`config.mk`:
```
export PLATFORM = sky130hd
export DESIGN_NAME = line_read
export DESIGN_NICKNAME = d
export VERILOG_FILES = /design/src/rtl/fb_pkg.sv /design/src/rtl/line_read_unpack.sv /design/src/rtl/line_read.sv
export SDC_FILE = /design/constraint.sdc
export NUM_CORES = 1
export LEC_CHECK = 0
export CAP_MARGIN = 10
export CORE_MARGIN = 5
export CORE_UTILIZATION = 49
export CTS_CLUSTER_DIAMETER = 100
export DETAILED_ROUTE_END_ITERATION = 10
export PLACE_DENSITY = 0.86
export SYNTH_ARGS = -nofsm -noshare
export SYNTH_HDL_FRONTEND = slang
export SYNTH_SLANG_ARGS = --single-unit
```
`constraint.sdc`:
```
create_clock -name clk -period 5.3 [get_ports clk]
set_input_delay 1.325 -clock clk [delete_from_list [all_inputs] [get_ports clk]]
set_output_delay 1.325 -clock clk [all_outputs]
set_load 0.02 [all_outputs]
```
`src/rtl/fb_pkg.sv`:
```
// fb_pkg: framebuffer AXI constants, FSM states and span request type shared by fill and read blocks
package fb_pkg;
  localparam logic [1:0] AXI_BURST_INCR = 2'b01;
  localparam int AXI_ADDR_4K = 4096;
  typedef enum logic [2:0] {IDLE, CALC_0, CALC_1, AR_ISSUE, DRAIN} fb_state_e;
  typedef struct packed {
    logic [31:0] base;
    logic [15:0] x;
    logic [15:0] y;
    logic [15:0] w;
  } span_req_t;
endpackage

```
`src/rtl/line_read_unpack.sv`:
```
// line_read_unpack: single-word R buffer serialized into pixels, dropping leading skip and trailing excess pixels
module line_read_unpack #(
  parameter int DW = 256,
  parameter int PW = 32,
  parameter int PPW = DW / PW,
  parameter int IW = PPW > 1 ? $clog2(PPW) : 1
) (
  input  logic          clk,
  input  logic          rstn,
  input  logic          load,
  input  logic [IW-1:0] skip,
  input  logic [15:0]   w,
  input  logic          active,
  input  logic          rvalid,
  input  logic [DW-1:0] rdata,
  output logic          rready,
  output logic [PW-1:0] pix_data,
  output logic          pix_last,
  output logic          pix_valid,
  input  logic          pix_ready
);
  logic buf_valid, first, pix_hs, word_done;
  logic [DW-1:0] buf_data;
  logic [IW-1:0] idx, skip_q;
  logic [15:0] pix_left;
  assign rready = active && !buf_valid;
  assign pix_valid = buf_valid;
  assign pix_last = buf_valid && pix_left == 16'd1;
  assign pix_data = buf_data[idx*PW +: PW];
  assign pix_hs = pix_valid && pix_ready;
  // the word is released on its last pixel or on the span's final pixel, whichever comes first
  assign word_done = pix_left == 16'd1 || 32'(idx) == PPW - 1;
  always_ff @(posedge clk or negedge rstn)
    if (!rstn) begin
      buf_valid <= 1'b0;
      first <= 1'b0;
      buf_data <= '0;
      idx <= '0;
      skip_q <= '0;
      pix_left <= '0;
    end else begin
      if (load) begin
        skip_q <= skip;
        pix_left <= w;
        first <= 1'b1;
      end
      if (rvalid && rready) begin
        buf_valid <= 1'b1;
        buf_data <= rdata;
        idx <= first ? skip_q : '0;
        first <= 1'b0;
      end else if (pix_hs) begin
        pix_left <= pix_left - 16'd1;
        idx <= idx + 1'b1;
        if (word_done) buf_valid <= 1'b0;
      end
    end
endmodule

```
`src/rtl/line_read.sv`:
```
// line_read: AXI4 read master streaming a framebuffer pixel span as one pixel per handshake.
// Define LINE_READ_RRESP_CHECK_EN to enable the sticky rresp error flag on err.
module line_read
  import fb_pkg::*;
#(
  parameter int AXI_DATA_WIDTH = 256,
  parameter int AXI_ADDR_WIDTH = 32,
  parameter int AXI_ID_WIDTH = 8,
  parameter int AXI_ID = 0,
  parameter int IMG_WIDTH = 1920,
  parameter int BYTES_PER_PIX = 4,
  parameter int MAX_BURST = 16
) (
  input  logic                      clk,
  input  logic                      rstn,
  input  logic [AXI_ADDR_WIDTH-1:0] req_base_addr,
  input  logic [15:0]               req_x,
  input  logic [15:0]               req_y,
  input  logic [15:0]               req_w,
  input  logic                      req_valid,
  output logic                      req_ready,
  output logic [AXI_ID_WIDTH-1:0]   axi_arid,
  output logic [AXI_ADDR_WIDTH-1:0] axi_araddr,
  output logic [7:0]                axi_arlen,
  output logic [2:0]                axi_arsize,
  output logic [1:0]                axi_arburst,
  output logic [1:0]                axi_arlock,
  output logic                      axi_arvalid,
  input  logic                      axi_arready,
  input  logic [AXI_ID_WIDTH-1:0]   axi_rid,
  input  logic [AXI_DATA_WIDTH-1:0] axi_rdata,
  input  logic [1:0]                axi_rresp,
  input  logic                      axi_rlast,
  input  logic                      axi_rvalid,
  output logic                      axi_rready,
  output logic [BYTES_PER_PIX*8-1:0] pix_data,
  output logic                      pix_last,
  output logic                      pix_valid,
  input  logic                      pix_ready,
  output logic                      err
);
  localparam int PIX_WIDTH = BYTES_PER_PIX * 8;
  localparam int BYTES_PER_WORD = AXI_DATA_WIDTH / 8;
  localparam int PIXS_PER_WORD = BYTES_PER_WORD / BYTES_PER_PIX;
  localparam int STRIDE = IMG_WIDTH * BYTES_PER_PIX;
  localparam int AW1 = AXI_ADDR_WIDTH + 1;
  localparam int OW = $clog2(BYTES_PER_WORD);
  localparam int IW = PIXS_PER_WORD > 1 ? $clog2(PIXS_PER_WORD) : 1;
  fb_state_e state, state_nx;
  span_req_t req_q;
  logic [AW1-1:0] line_off, start, addr, words_left, to_4k, lim, beats;
  logic [IW-1:0] skip;
  logic ar_hs, last_hs, active, load, unused_ok;
  always_ff @(posedge clk or negedge rstn)
    if (!rstn) state <= IDLE;
    else state <= state_nx;
  always_comb begin
    state_nx = state;
    case (state)
      IDLE:     state_nx = req_valid ? CALC_0 : IDLE;
      CALC_0:   state_nx = CALC_1;
      CALC_1:   state_nx = req_q.w == '0 ? IDLE : AR_ISSUE;
      AR_ISSUE: state_nx = ar_hs && words_left == beats ? DRAIN : AR_ISSUE;
      DRAIN:    state_nx = last_hs ? IDLE : DRAIN;
      default:  state_nx = IDLE;
    endcase
  end
  always_comb begin
    req_ready = state == IDLE;
    axi_arvalid = state == AR_ISSUE;
    active = state == AR_ISSUE || state == DRAIN;
    load = state == CALC_1 && req_q.w != '0;
  end
  // burst length is capped by remaining words, MAX_BURST and the next 4 KiB boundary
  always_comb begin
    start = AW1'(req_q.base) + line_off + AW1'(req_q.x) * AW1'(BYTES_PER_PIX);
    skip = IW'(start[OW-1:0] >> $clog2(BYTES_PER_PIX));
    to_4k = (AW1'(AXI_ADDR_4K) - AW1'(addr[11:0])) >> OW;
    lim = to_4k < AW1'(MAX_BURST) ? to_4k : AW1'(MAX_BURST);
    beats = words_left < lim ? words_left : lim;
  end
  always_ff @(posedge clk or negedge rstn)
    if (!rstn) begin
      req_q <= '0;
      line_off <= '0;
      addr <= '0;
      words_left <= '0;
    end else begin
      if (req_valid && req_ready) req_q <= '{base: 32'(req_base_addr), x: req_x, y: req_y, w: req_w};
      if (state == CALC_0) line_off <= AW1'(req_q.y) * AW1'(STRIDE);
      if (state == CALC_1) begin
        addr <= {start[AW1-1:OW], OW'(0)};
        words_left <= (AW1'(start[OW-1:0]) + AW1'(req_q.w) * AW1'(BYTES_PER_PIX) + AW1'(BYTES_PER_WORD - 1)) >> OW;
      end
      if (ar_hs) begin
        addr <= addr + (beats << OW);
        words_left <= words_left - beats;
      end
    end
  assign ar_hs = axi_arvalid && axi_arready;
  assign last_hs = pix_valid && pix_ready && pix_last;
  assign axi_arid = AXI_ID_WIDTH'(AXI_ID);
  assign axi_araddr = addr[AXI_ADDR_WIDTH-1:0];
  assign axi_arlen = 8'(beats - 1'b1);
  assign axi_arsize = 3'(OW);
  assign axi_arburst = AXI_BURST_INCR;
  assign axi_arlock = '0;
  line_read_unpack #(.DW(AXI_DATA_WIDTH), .PW(PIX_WIDTH)) u_unpack (
    .clk(clk),
    .rstn(rstn),
    .load(load),
    .skip(skip),
    .w(req_q.w),
    .active(active),
    .rvalid(axi_rvalid),
    .rdata(axi_rdata),
    .rready(axi_rready),
    .pix_data(pix_data),
    .pix_last(pix_last),
    .pix_valid(pix_valid),
    .pix_ready(pix_ready)
  );
`ifdef LINE_READ_RRESP_CHECK_EN
  always_ff @(posedge clk or negedge rstn)
    if (!rstn) err <= 1'b0;
    else if (axi_rvalid && axi_rready && axi_rresp[1]) err <= 1'b1;
  assign unused_ok = ^{axi_rid, axi_rlast, axi_rresp[0], addr[AW1-1]};
`else
  assign err = 1'b0;
  assign unused_ok = ^{axi_rid, axi_rlast, axi_rresp, addr[AW1-1]};
`endif
endmodule

```
==> summary.txt, run 1 <==
Clock network
  – Worst-Skew Late Latency: just over 0.6 ns
  – Root buf cell: clkbuf_16
  – Clock sinks: approximately 440
  – Max Buffers Root-to-Sink: 3
  – Num CTS Buffers: 50
  – CTS tree: yes
  – Number of H-tree levels: 2
  – Clock Pin Slew Worst Setup and Hold Paths: ~0.06 ns
  – CTS Hold Bufs: 0

Pwr
  – P_leak: approximately 0.016 uW
  – Total power: between 15,000 and 20,000 uW
  – Max IR drop VDD: ~0.39 mV
  – Pwr dens: slightly below 500 nW/um^2

STA
  – Post-Route Skew: slightly below 0.05 ns
  – Worst-margin pin slew: about 1.1 ns
  – Max_slew headroom: 26.75%
  – Final min period: ~5.5 ns
  – Final Hold Fails: 0
  – WHS: approximately 0.47 ns
  – Fin. max-slew vios: 0
  – Period utilization: 103.5%
  – Final worst slack: -0.1877 ns
  – Max Freq: 182.2 MHz
  – RSZ-0062 raised after global routing: yes
  – # setup viols final: 19

Synth
  – Yosys cell types: 73
  – YS warnings: 0
  – Synth Area in Simple Gates: between 10% and 20%
  – Synth Instances: 2,653
  – Top-count cell post-synth: nand2_1
  – Netlist area before placement: roughly 25,000 um^2
  – Syn avg cell area: about 9.5 um^2
  – Post-synth EDFFs: 0
  – Adder-cell share of the synthesized area: 9.335%
  – Synth top area cells: dfrtp_1 44%, nand2_1 14%, ha_1 6.1%, mux4_2 5.7%, mux2_2 4.7%
  – FFs w/ async S/R, synth: 100.0%
  – Mux contribution to synthesized area: roughly 11%
  – Largest family of logic cells by synthesized area: simple AND/OR/NAND/NOR gates
  – Synth Area in XOR/XNOR: about 2.4%
  – #FFs+latches synth: 443
  – Synth cell count leaders: 906 x nand2_1, 443 x dfrtp_1, 122 x ha_1
  – Synth Area in Compound Gates: a little over a tenth
  – Synth Flop Type: dfrtp_1
  – Synth top area share: between 40 and 50%
  – Register area share after synthesis: between 40% and 50%
  – Post-synth top area cell: dfrtp_1

Setup path
  – CP Class: register to primary output
  – Critical Path Source Type: register
  – Crit Path Max Fanout: 4
  – Worst setup EP type: primary output
  – Slowest cell on the critical path: dfrtp_2
  – Crit path cell chain: inv_2 > ha_4 > nor3b_4 > mux2i_1 > nor2_2 > nand2_2 > ha_4 > a21o_1 > a21o_1 > a21oi_2 > o21ai_2 > a211oi_4 > buf_6 > nor2_2 > a21o_1 > inv_2 > ha_4 > o21ai_4 > nor2_2 > xnor2_1 > buf_4
  – Critical Path Max Stage Delay: around 0.40 ns
  – CP required: 3.97 ns
  – Crit-path leading delay family: compound AO/OA/AOI/OAI gates
  – Critical Path AT: about 4.2 ns
  – Buffers and inverters on the worst path: 4

Global route
  – Gr ovfl total: 0
  – Antenna violations before repair: 23
  – First-pass GRT wire length: 115,600 um
  – Largest net degree at the start of global routing: ~120
  – Vias in the first global route: 21,620
  – Gr usage total: 25.35%

Run status
  – Failing checks: setup timing
  – Status: complete, but fails checks

Floorplan
  – Standard-cell rows: 83
  – Die width: between 200 and 250 um
  – Die footprint: ~56,000 um^2
  – Effective utilization at floorplan: 49.21%
  – Core ar.: ~50,000 um^2
  – Boundary Pins: 446
  – Die height: ~240 um

Place
  – IO Port Bufs: about 410
  – Routability cong.: slightly above 0.9
  – DP Area: roughly 30,000 um^2
  – HPWL Detailed: between 50,000 and 60,000 um

Route
  – Post-DR vias/cell: 5.591
  – WL/cell: just under 20 um
  – 1st-iter DRT viols: 1,973
  – WL final: between 70,000 and 80,000 um
  – DR DRC count: 0
  – Drt pass-1 iters: 6
  – Via count: approximately 21,000
  – DRT antenna net count: 0

Layout
  – Nets@finish: approximately 3,600
  – Post-Layout Inst Area: ~33,000 um^2
  – Synth-to-Final Area Change: 29.54%
  – Layout cells sized above 1: between 10% and 20%
  – Post-layout util: 63.75%

Flow run
  – # Max-Cap Violations: 0

Hold path
  – Worst min path class: register to register
[layer usage]
metal	global-route usage, %	share of wire (%)
met1	33.28	40
met5	0	0
met3	3.925	6.3
met2	40.70	48
met4	13.87	5.6
[worst paths after layout]
check                                                     from                                 to  slack (ns)  cells after the start
worst max-delay path                       addr[5]$_DFFE_PN0P_                       axi_arlen[6]       -0.19                     21
worst min-delay path            u_unpack.pix_left[7]$_DFF_PN0_     u_unpack.pix_left[7]$_DFF_PN0_        0.47                      2
worst max register to register             addr[5]$_DFFE_PN0P_         words_left[25]$_DFFE_PN0P_       -0.09                     27
worst min register to register  u_unpack.pix_left[7]$_DFF_PN0_     u_unpack.pix_left[7]$_DFF_PN0_        0.47                      2
max in group asynchronous                                 rstn  u_unpack.buf_data[26]$_DFFE_PN0P_        3.50                      2
min in group asynchronous                                 rstn              req_q[17]$_DFFE_PN0P_        0.77                      1
[repair_timing]
action | in CTS | in global routing
setup buffers | 9 | 6
setup endpoints to repair | 12 | 46
gates cloned | 0 | 2
pin swaps | 4 | 42
resized for setup | 54 | 78
[metrics by stage]
step | std cells | setup TNS (ns) | setup slack (ns)
after CTS | 3816 | -0.09128 | -0.05319
after global routing | 3845 | -8.171 | -0.4083
after global placement | 3714 | -0.0004245 | -0.0004245
final | 3845 | -1.099 | -0.1877
after detailed placement | 3714 | -0.2025 | -0.1030
after floorplan | 2694 | 0 | 0.01449
[worst min-delay path: cells and delay by family (launching register included)]
kind	cells	cell delay, ns
and+or+nand+nor	2	0.10
DFF	1	0.34
[placed cells by master (no fill, tap or decap), types with 40 or more instances in the layout]
| master | instances |
|---|---|
| ha_1 | 112 |
| xnor2_1 | 42 |
| a21oi_1 | 99 |
| clkbuf_16 | 50 |
| mux4_2 | 64 |
| mux2_2 | 104 |
| inv_1 | 60 |
| a21o_1 | 41 |
| o21ai_0 | 92 |
| dfrtp_1 | 438 |
| fa_1 | 40 |
| nor2_1 | 82 |
| buf_4 | 77 |
| nand2_1 | 902 |
| conb_1 | 43 |
| clkdlybuf4s50_1 | 404 |
[final cells by class]
type,count,area [um^2]
Clock inverter,27,270.3
Clock buffer,66,1381
Antenna cell,22,55.05
Timing Repair Buffer,502,4912
Fill cell,3895,18520
Tap cell,680,850.8
Multi-Input combinational cell,2037,13750
Sequential cell,443,11090
Inverter,68,255.2
[cell families (layout without fill, tap and decap cells)]
logic type | Yosys count | after routing
fa+ha+maj | 163 | 163
xor+xnor | 69 | 69
other cells | 2 | 65
mux | 180 | 180
simple gates | 1162 | 1163
buf+inv | 215 | 663
flops | 443 | 443
compound gates | 419 | 419
[flip-flops by register name, indices dropped and copies added, names as in the netlist]
signal / cells
u_unpack.buf_data: 256
req_q: 80
words_left: 33
addr: 27
line_off: 20
u_unpack.pix_left: 16
state: 3
u_unpack.idx: 3
u_unpack.skip_q: 3
u_unpack.first: 1
u_unpack.pix_valid: 1
[power breakdown]
part           switching, uW  internal [uW]  leakage [uW]
Combinational           3350           3310       0.00927
Sequential               952           4570       0.00555
Clock                   1480           2000      0.000818
Total                   5790           9870        0.0156
No activity file was read; power rests on OpenSTA's default activity.
==> run 2, diff against run 1 <==
--- a/config.mk
+++ b/config.mk
@@ -7,10 +7,12 @@
 export LEC_CHECK = 0
 export CAP_MARGIN = 10
 export CORE_MARGIN = 5
-export CORE_UTILIZATION = 49
+export CORE_UTILIZATION = 58
 export CTS_CLUSTER_DIAMETER = 100
 export DETAILED_ROUTE_END_ITERATION = 10
-export PLACE_DENSITY = 0.86
+export DONT_BUFFER_PORTS = 1
+export HOLD_SLACK_MARGIN = 0.02
+export PLACE_DENSITY = 0.84
 export SYNTH_ARGS = -nofsm -noshare
 export SYNTH_HDL_FRONTEND = slang
 export SYNTH_SLANG_ARGS = --single-unit
==> summary.txt, run 2 (same netlist as run 1, synthesis figures left out) <==
Run status
  – Status: complete, but fails checks (unchanged)
  – Failing checks: slew limit, setup timing (was setup timing)

Place
  – IO Port Bufs: 0 (was 413)
  – HPWL Detailed: 49,080 um (was 52,350 um)
  – Dpl cells: 3,199 (was 3,714)
  – Routability cong.: 0.9693 (was 0.9100)

Setup path
  – Crit Path Max Fanout: 4 (unchanged)
  – Crit. Startpoint: words_left[16]$_DFFE_PN0P_ (was addr[5]$_DFFE_PN0P_)
  – Critical Path Source Type: register (unchanged)
  – Worst setup EP type: primary output (unchanged)
  – CP Class: register to primary output (unchanged)
  – CP required: 3.97 ns (about the same)
  – Worst r2r src: words_left[16]$_DFFE_PN0P_ (was addr[5]$_DFFE_PN0P_)
  – Critical Path AT: 4.17 ns (was 4.16 ns)
  – R2R setup slack: 0.03 ns (was -0.09 ns)

Floorplan
  – Die footprint: 47,620 um^2 (was 55,940 um^2)
  – Effective utilization at floorplan: 58.50% (was 49.21%)
  – Die width: 218.2 um (was 236.5 um)
  – Boundary Pins: 446 (unchanged)
  – Standard-cell rows: 76 (was 83)
  – Core ar.: 42,980 um^2 (was 51,090 um^2)
  – Die height: 218.2 um (was 236.5 um)

STA
  – Final min period: 5.496 ns (was 5.488 ns)
  – Worst-margin pin slew: 1.811 ns (was 1.099 ns)
  – # setup viols final: 5 (was 19)
  – Post-Route Skew: 0.01797 ns (was 0.04886 ns)
  – RSZ-0062 raised after global routing: yes (unchanged)
  – Fin. max-slew vios: 158 (was 0)
  – Max Freq: 182.0 MHz (was 182.2 MHz)
  – Period utilization: 103.7% (was 103.5%)
  – Final Hold Fails: 0 (unchanged)
  – Final worst slack: -0.1957 ns (was -0.1877 ns)
  – Max_slew headroom: -20.76% (was 26.75%)
  – WHS: 0.4543 ns (was 0.4671 ns)

Layout
  – Register area: 11,100 um^2 (was 11,090 um^2)
  – Top reg by flops: u_unpack.buf_data (unchanged)
  – Largest register FFs: 256 (unchanged)
  – Synth-to-Final Area Change: 11.94% (was 29.54%)
  – Largest regs: u_unpack.buf_data x256, req_q x80, words_left x33 (unchanged)
  – Nets@finish: 3,198 (was 3,618)
  – Layout cells sized above 1: 15.12% (was 14.09%)
  – Final cell count without fillers: 3,315 (was 3,845)
  – Multi-input logic area: 13,670 um^2 (was 13,750 um^2)
  – Most frequent cells in the layout: 902 x nand2_1, 438 x dfrtp_1, 114 x ha_1 (was 902 x nand2_1, 438 x dfrtp_1, 404 x clkdlybuf4s50_1)
  – Fillers: 3,330 (was 3,895)
  – Commonest non-fill, non-tap cell in the layout: nand2_1 (unchanged)

Clock network
  – Root buf cell: clkbuf_16 (unchanged)
  – Max Buffers Root-to-Sink: 3 (unchanged)
  – Num CTS Buffers: 48 (was 50)
  – CTS tree: yes (unchanged)
  – Worst-Skew Late Latency: 0.58 ns (was 0.61 ns)
  – Number of H-tree levels: 2 (unchanged)
  – CTS Hold Bufs: 0 (unchanged)
  – Clock sinks: 443 (unchanged)
  – Clock Pin Slew Worst Setup and Hold Paths: 0.06 ns (about the same)

Route
  – 1st-iter DRT viols: 1,781 (was 1,973)
  – Via count: 20,090 (was 21,500)
  – WL final: 69,290 um (was 74,610 um)
  – WL/cell: 20.90 um (was 19.41 um)
  – Post-DR vias/cell: 6.062 (was 5.591)
  – DRT antenna net count: 0 (unchanged)
  – Drt pass-1 iters: 6 (unchanged)
  – DR DRC count: 0 (unchanged)

Pwr
  – Seq pwr share: 39.4% (was 35.2%)
  – Max IR drop VDD: 0.4497 mV (was 0.3863 mV)
  – Switching power total: 5413 uW (was 5791 uW)
  – Internal power: 9132 uW (was 9874 uW)
  – Pwr dens: 516.7 nW/um^2 (was 480.9 nW/um^2)
  – Logic gate share of total power: 36.5% (was 42.5%)
  – Clock share of power: 24.2% (was 22.2%)
  – P_leak: 0.01394 uW (was 0.01564 uW)
  – Switching Fraction: 37.22% (was 36.97%)

Global route
  – Largest net degree at the start of global routing: 444 (was 117)
  – Gr usage total: 28.39% (was 25.35%)
  – First-pass GRT wire length: 108,700 um (was 115,600 um)
  – Vias in the first global route: 20,420 (was 21,620)
  – Gr ovfl total: 0 (unchanged)
  – Antenna violations before repair: 20 (was 23)

Flow run
  – # Max-Cap Violations: 0 (unchanged)

Hold path
  – Worst min path class: input pin to asynchronous set/reset pin (was register to register)
==> run 2: changes by cell type in the layout (fill, tap and decap cells not counted), sizes merged, moves of 4 or more <==
cell / change
diode: -11
buf: -11
clkinv: -12
clkdlybuf4s50: -404
bufinv: +4
==> run 2: path summary, 6_finish.rpt <==
| check | cells after the start | end |
|---|---|---|
| max | 14 | axi_arlen[6] |
| min | 0 | addr[26]$_DFFE_PN0P_ |
| max reg2reg | 20 | addr[31]$_DFFE_PN0P_ |
| min reg2reg | 2 | u_unpack.buf_data[250]$_DFFE_PN0P_ |
| max in group asynchronous | 0 | u_unpack.idx[1]$_DFFE_PN0P_ |
| min in group clk | 2 | u_unpack.buf_data[250]$_DFFE_PN0P_ |
==> run 2: critical path, cell delays in order (launching register included) <==
cell and delay [ns]:
dfrtp_1 0.39, or3_4 0.40, or4_4 0.43, or3_4 0.35, or4_4 0.54, a211oi_4 0.24, buf_6 0.15, mux2_4 0.30
buf_6 0.13, inv_4 0.06, ha_4 0.14, o21ai_4 0.06, nor2_2 0.11, xnor2_1 0.12, buf_4 0.16
==> run 2: power groups by stage <==
stage	sequential (uW)	combinational [uW]	clock, uW
final	5720	5300	3520
after global routing	5860	5830	3720
after CTS	5700	5090	3570
after detailed placement	5750	4980	0
after global placement	5650	4790	0
after floorplan	5230	4100	0
==> run 2: layer usage <==
layer | GRT usage, % | vias to the layer above | wire (um)
met5 | 0 | - | 109
met4 | 14.21 | 18 | 3703
met3 | 6.386 | 242 | 5495
met2 | 45.41 | 900 | 33210
met1 | 36.76 | 9835 | 26780
li1 | - | 9099 | -
==> run 2: layout make-up <==
| cell class | count | share of cell area, % |
|---|---|---|
| diodes | 11 | 0.09780 |
| flip-flops and latches | 443 | 39.42 |
| well taps | 585 | 2.600 |
| clock buffers | 68 | 4.783 |
| repair buffers | 85 | 2.547 |
| inverters | 68 | 0.9157 |
| clock inverters | 19 | 1.067 |
| multi-input cells | 2036 | 48.56 |
==> run 2: repair_timing <==
action                                  4_1_cts  5_1_grt
endpoints found under the setup margin       22       42
setup buffers                                 8       11
pin swaps                                    11       18
gates cloned                                  0        1
gates resized for setup                      24       56
==> run 2: per-stage QoR <==
step	worst slack, ns	setup TNS [ns]	area, um^2	utilization (%)	total power, uW
CTS	-0.1760	-0.5033	27820	64.73	14360
detailed placement	-0.2192	-0.8499	26010	60.51	10720
global route	-0.2873	-1.951	28140	65.48	15420
global placement	-0.01302	-0.02462	26010	60.51	10440
floorplan	0.01449	0	25320	-	9325
finish	-0.1957	-0.7356	28150	65.49	14540
==> run 3, diff against run 2 <==
--- a/config.mk
+++ b/config.mk
@@ -9,6 +9,7 @@
 export CORE_MARGIN = 5
 export CORE_UTILIZATION = 58
 export CTS_CLUSTER_DIAMETER = 100
+export CTS_CLUSTER_SIZE = 40
 export DETAILED_ROUTE_END_ITERATION = 10
 export DONT_BUFFER_PORTS = 1
 export HOLD_SLACK_MARGIN = 0.02
==> summary.txt, run 3 (same netlist as run 1, synthesis figures left out) <==
Run status
  – Status: complete, but fails checks (unchanged)
  – Failing checks: setup timing (was slew limit, setup timing)

Global route
  – Antenna violations before repair: 20 (unchanged)
  – First-pass GRT wire length: 105,900 um (was 108,700 um)
  – Largest net degree at the start of global routing: 444 (unchanged)
  – Gr usage total: 27.49% (was 28.39%)
  – Gr ovfl total: 0 (unchanged)
  – Vias in the first global route: 19,820 (was 20,420)

Layout
  – Largest register FFs: 256 (unchanged)
  – Nets@finish: 3,174 (was 3,198)
  – Top reg by flops: u_unpack.buf_data (unchanged)
  – Most frequent cells in the layout: 902 x nand2_1, 438 x dfrtp_1, 114 x ha_1 (unchanged)
  – Largest regs: u_unpack.buf_data x256, req_q x80, words_left x33 (unchanged)
  – Fillers: 3,485 (was 3,330)
  – Layout cells sized above 1: 14.26% (was 15.12%)
  – Synth-to-Final Area Change: 8.146% (was 11.94%)
  – Commonest non-fill, non-tap cell in the layout: nand2_1 (unchanged)

Route
  – DRT antenna net count: 0 (unchanged)
  – Drt pass-1 iters: 7 (was 6)
  – Routed met1 length: 26,790 um (was 26,780 um)
  – Via count: 19,780 (was 20,090)
  – Top Layer Used: met5 (unchanged)
  – WL/cell: 20.88 um (was 20.90 um)
  – DR DRC count: 0 (unchanged)
  – Post-DR vias/cell: 6.064 (was 6.062)
  – WL final: 68,090 um (was 69,290 um)
  – 1st-iter DRT viols: 1,833 (was 1,781)
  – Met2 WL: 32,770 um (was 33,210 um)
  – Met3 WL post-DR: 4887 um (was 5495 um)

STA
  – Max Freq: 182.4 MHz (was 182.0 MHz)
  – Period utilization: 103.5% (was 103.7%)
  – RSZ-0062 raised after global routing: yes (unchanged)
  – Setup TNS: -0.6931 ns (was -0.7356 ns)
  – # setup viols final: 6 (was 5)
  – Max_slew headroom: 17.69% (was -20.76%)
  – Post-Route Skew: 0.04385 ns (was 0.01797 ns)
  – Final min period: 5.484 ns (was 5.496 ns)
  – Final Hold Fails: 0 (unchanged)
  – Final worst slack: -0.1838 ns (was -0.1957 ns)
  – Fin. max-slew vios: 0 (was 158)
  – Worst-margin pin slew: 1.235 ns (was 1.811 ns)

Setup path
  – Crit. Startpoint: words_left[18]$_DFFE_PN0P_ (was words_left[16]$_DFFE_PN0P_)
  – Critical Path Source Type: register (unchanged)
  – Crit path cell chain: or3_1 > or4_4 > or3_4 > or4_4 > a211oi_4 > buf_6 > mux2_4 > buf_6 > inv_4 > ha_4 > o21ai_4 > nor2_2 > xnor2_1 > buf_4 (was or3_4 > or4_4 > or3_4 > or4_4 > a211oi_4 > buf_6 > mux2_4 > buf_6 > inv_4 > ha_4 > o21ai_4 > nor2_2 > xnor2_1 > buf_4)
  – CP Class: register to primary output (unchanged)
  – Critical Path AT: 4.16 ns (was 4.17 ns)
  – Crit-path leading delay family: simple AND/OR/NAND/NOR gates (unchanged)
  – Critical Path Max Stage Delay: 0.54 ns (about the same)
  – Worst r2r src: words_left[18]$_DFFE_PN0P_ (was words_left[16]$_DFFE_PN0P_)
  – Buffers and inverters on the worst path: 4 (unchanged)
  – Crit Path Max Fanout: 4 (unchanged)
  – Slowest cell on the critical path: or4_4 (unchanged)
  – Worst setup EP type: primary output (unchanged)
  – CP required: 3.97 ns (about the same)

Hold path
  – Worst min path class: input pin to asynchronous set/reset pin (unchanged)

Floorplan
  – Effective utilization at floorplan: 58.50% (unchanged)
  – Die footprint: 47,620 um^2 (unchanged)
  – Die height: 218.2 um (unchanged)
  – Boundary Pins: 446 (unchanged)
  – Die width: 218.2 um (unchanged)
  – Core ar.: 42,980 um^2 (unchanged)
  – Standard-cell rows: 76 (unchanged)

Place
  – HPWL Detailed: 49,080 um (unchanged)
  – IO Port Bufs: 0 (unchanged)
  – Routability cong.: 0.9693 (unchanged)

Clock network
  – Root buf cell: clkbuf_16 (unchanged)
  – CTS Hold Bufs: 0 (unchanged)
  – Num CTS Buffers: 17 (was 48)
  – Max Buffers Root-to-Sink: 3 (unchanged)
  – CTS tree: yes (unchanged)
  – Number of H-tree levels: 1 (was 2)
  – Clock Pin Slew Worst Setup and Hold Paths: 0.13 ns (was 0.06 ns)
  – Clock sinks: 443 (unchanged)
  – Worst-Skew Late Latency: 0.57 ns (was 0.58 ns)

Pwr
  – Pwr dens: 472.4 nW/um^2 (was 516.7 nW/um^2)
  – P_leak: 0.01347 uW (was 0.01394 uW)
  – Total power: 12,840 uW (was 14,540 uW)
  – Max IR drop VDD: 0.3600 mV (was 0.4497 mV)

Flow run
  – # Max-Cap Violations: 0 (unchanged)
==> run 3: layout make-up <==
type                    instances  area, um^2  area share (%)
flip-flops and latches        443       11100           40.81
multi-input cells            2036       13740           50.52
clock inverters                 8       137.6          0.5061
inverters                      68       257.7          0.9479
clock buffers                  18       429.2           1.578
well taps                     585       732.0           2.692
diodes                         11       27.53          0.1012
repair buffers                 92       773.2           2.844
==> run 3: worst register-to-register path: cells and delay by family, from the launching register on <==
kind | cells | cell delay, ns
buffers and inverters | 5 | 0.53
adders and majority gates | 1 | 0.30
DFF | 1 | 0.42
and+or+nand+nor | 6 | 1.86
AOI/OAI and AO/OA | 9 | 2.11
==> run 3: repair_timing <==
| item | 4_1_cts | 5_1_grt |
|---|---|---|
| endpoints found under the setup margin | 24 | 44 |
| cloned | 0 | 1 |
| gates resized for setup | 27 | 66 |
| pin swaps | 11 | 23 |
| buffers inserted | 9 | 16 |
==> run 3: final timing paths <==
| path | end | slack, ns | depth (start not counted) |
|---|---|---|---|
| max | axi_arlen[6] | -0.18 | 14 |
| min | req_q[54]$_DFFE_PN0P_ | 0.46 | 0 |
| max reg2reg | addr[29]$_DFFE_PN0P_ | -0.02 | 21 |
| min reg2reg | u_unpack.buf_data[213]$_DFFE_PN0P_ | 0.49 | 2 |
| max in group asynchronous | u_unpack.buf_data[42]$_DFFE_PN0P_ | 3.85 | 0 |
| min in group clk | u_unpack.buf_data[213]$_DFFE_PN0P_ | 0.49 | 2 |
==> run 3: where the power goes <==
part           switching, uW  leakage, uW  internal [uW]
logic                   2860      0.00765           2490
registers               1160      0.00555           4540
clock network           1150     0.000270            648
total                   5160       0.0135           7680
==> run 3: routing by layer <==
metal	up-vias	global-route usage [%]
li1	9005	-
met5	-	0
met1	9678	36.23
met2	848	44.80
met3	226	5.569
met4	18	11.64
==> run 3: per-stage QoR <==
stage / util, % / instances / hold WS [ns] / instance area, um^2 / setup WS, ns
global route: 63.25 / 3259 / 0.4254 / 27190 / -0.2981
global placement: 60.51 / 3199 / 0.4489 / 26010 / -0.01302
floorplan: - / 2694 / 0.4307 / 25320 / 0.01449
CTS: 62.28 / 3234 / 0.4235 / 26770 / -0.1865
detailed placement: 60.51 / 3199 / 0.4569 / 26010 / -0.2192
finish: 63.27 / 3261 / 0.4588 / 27190 / -0.1838
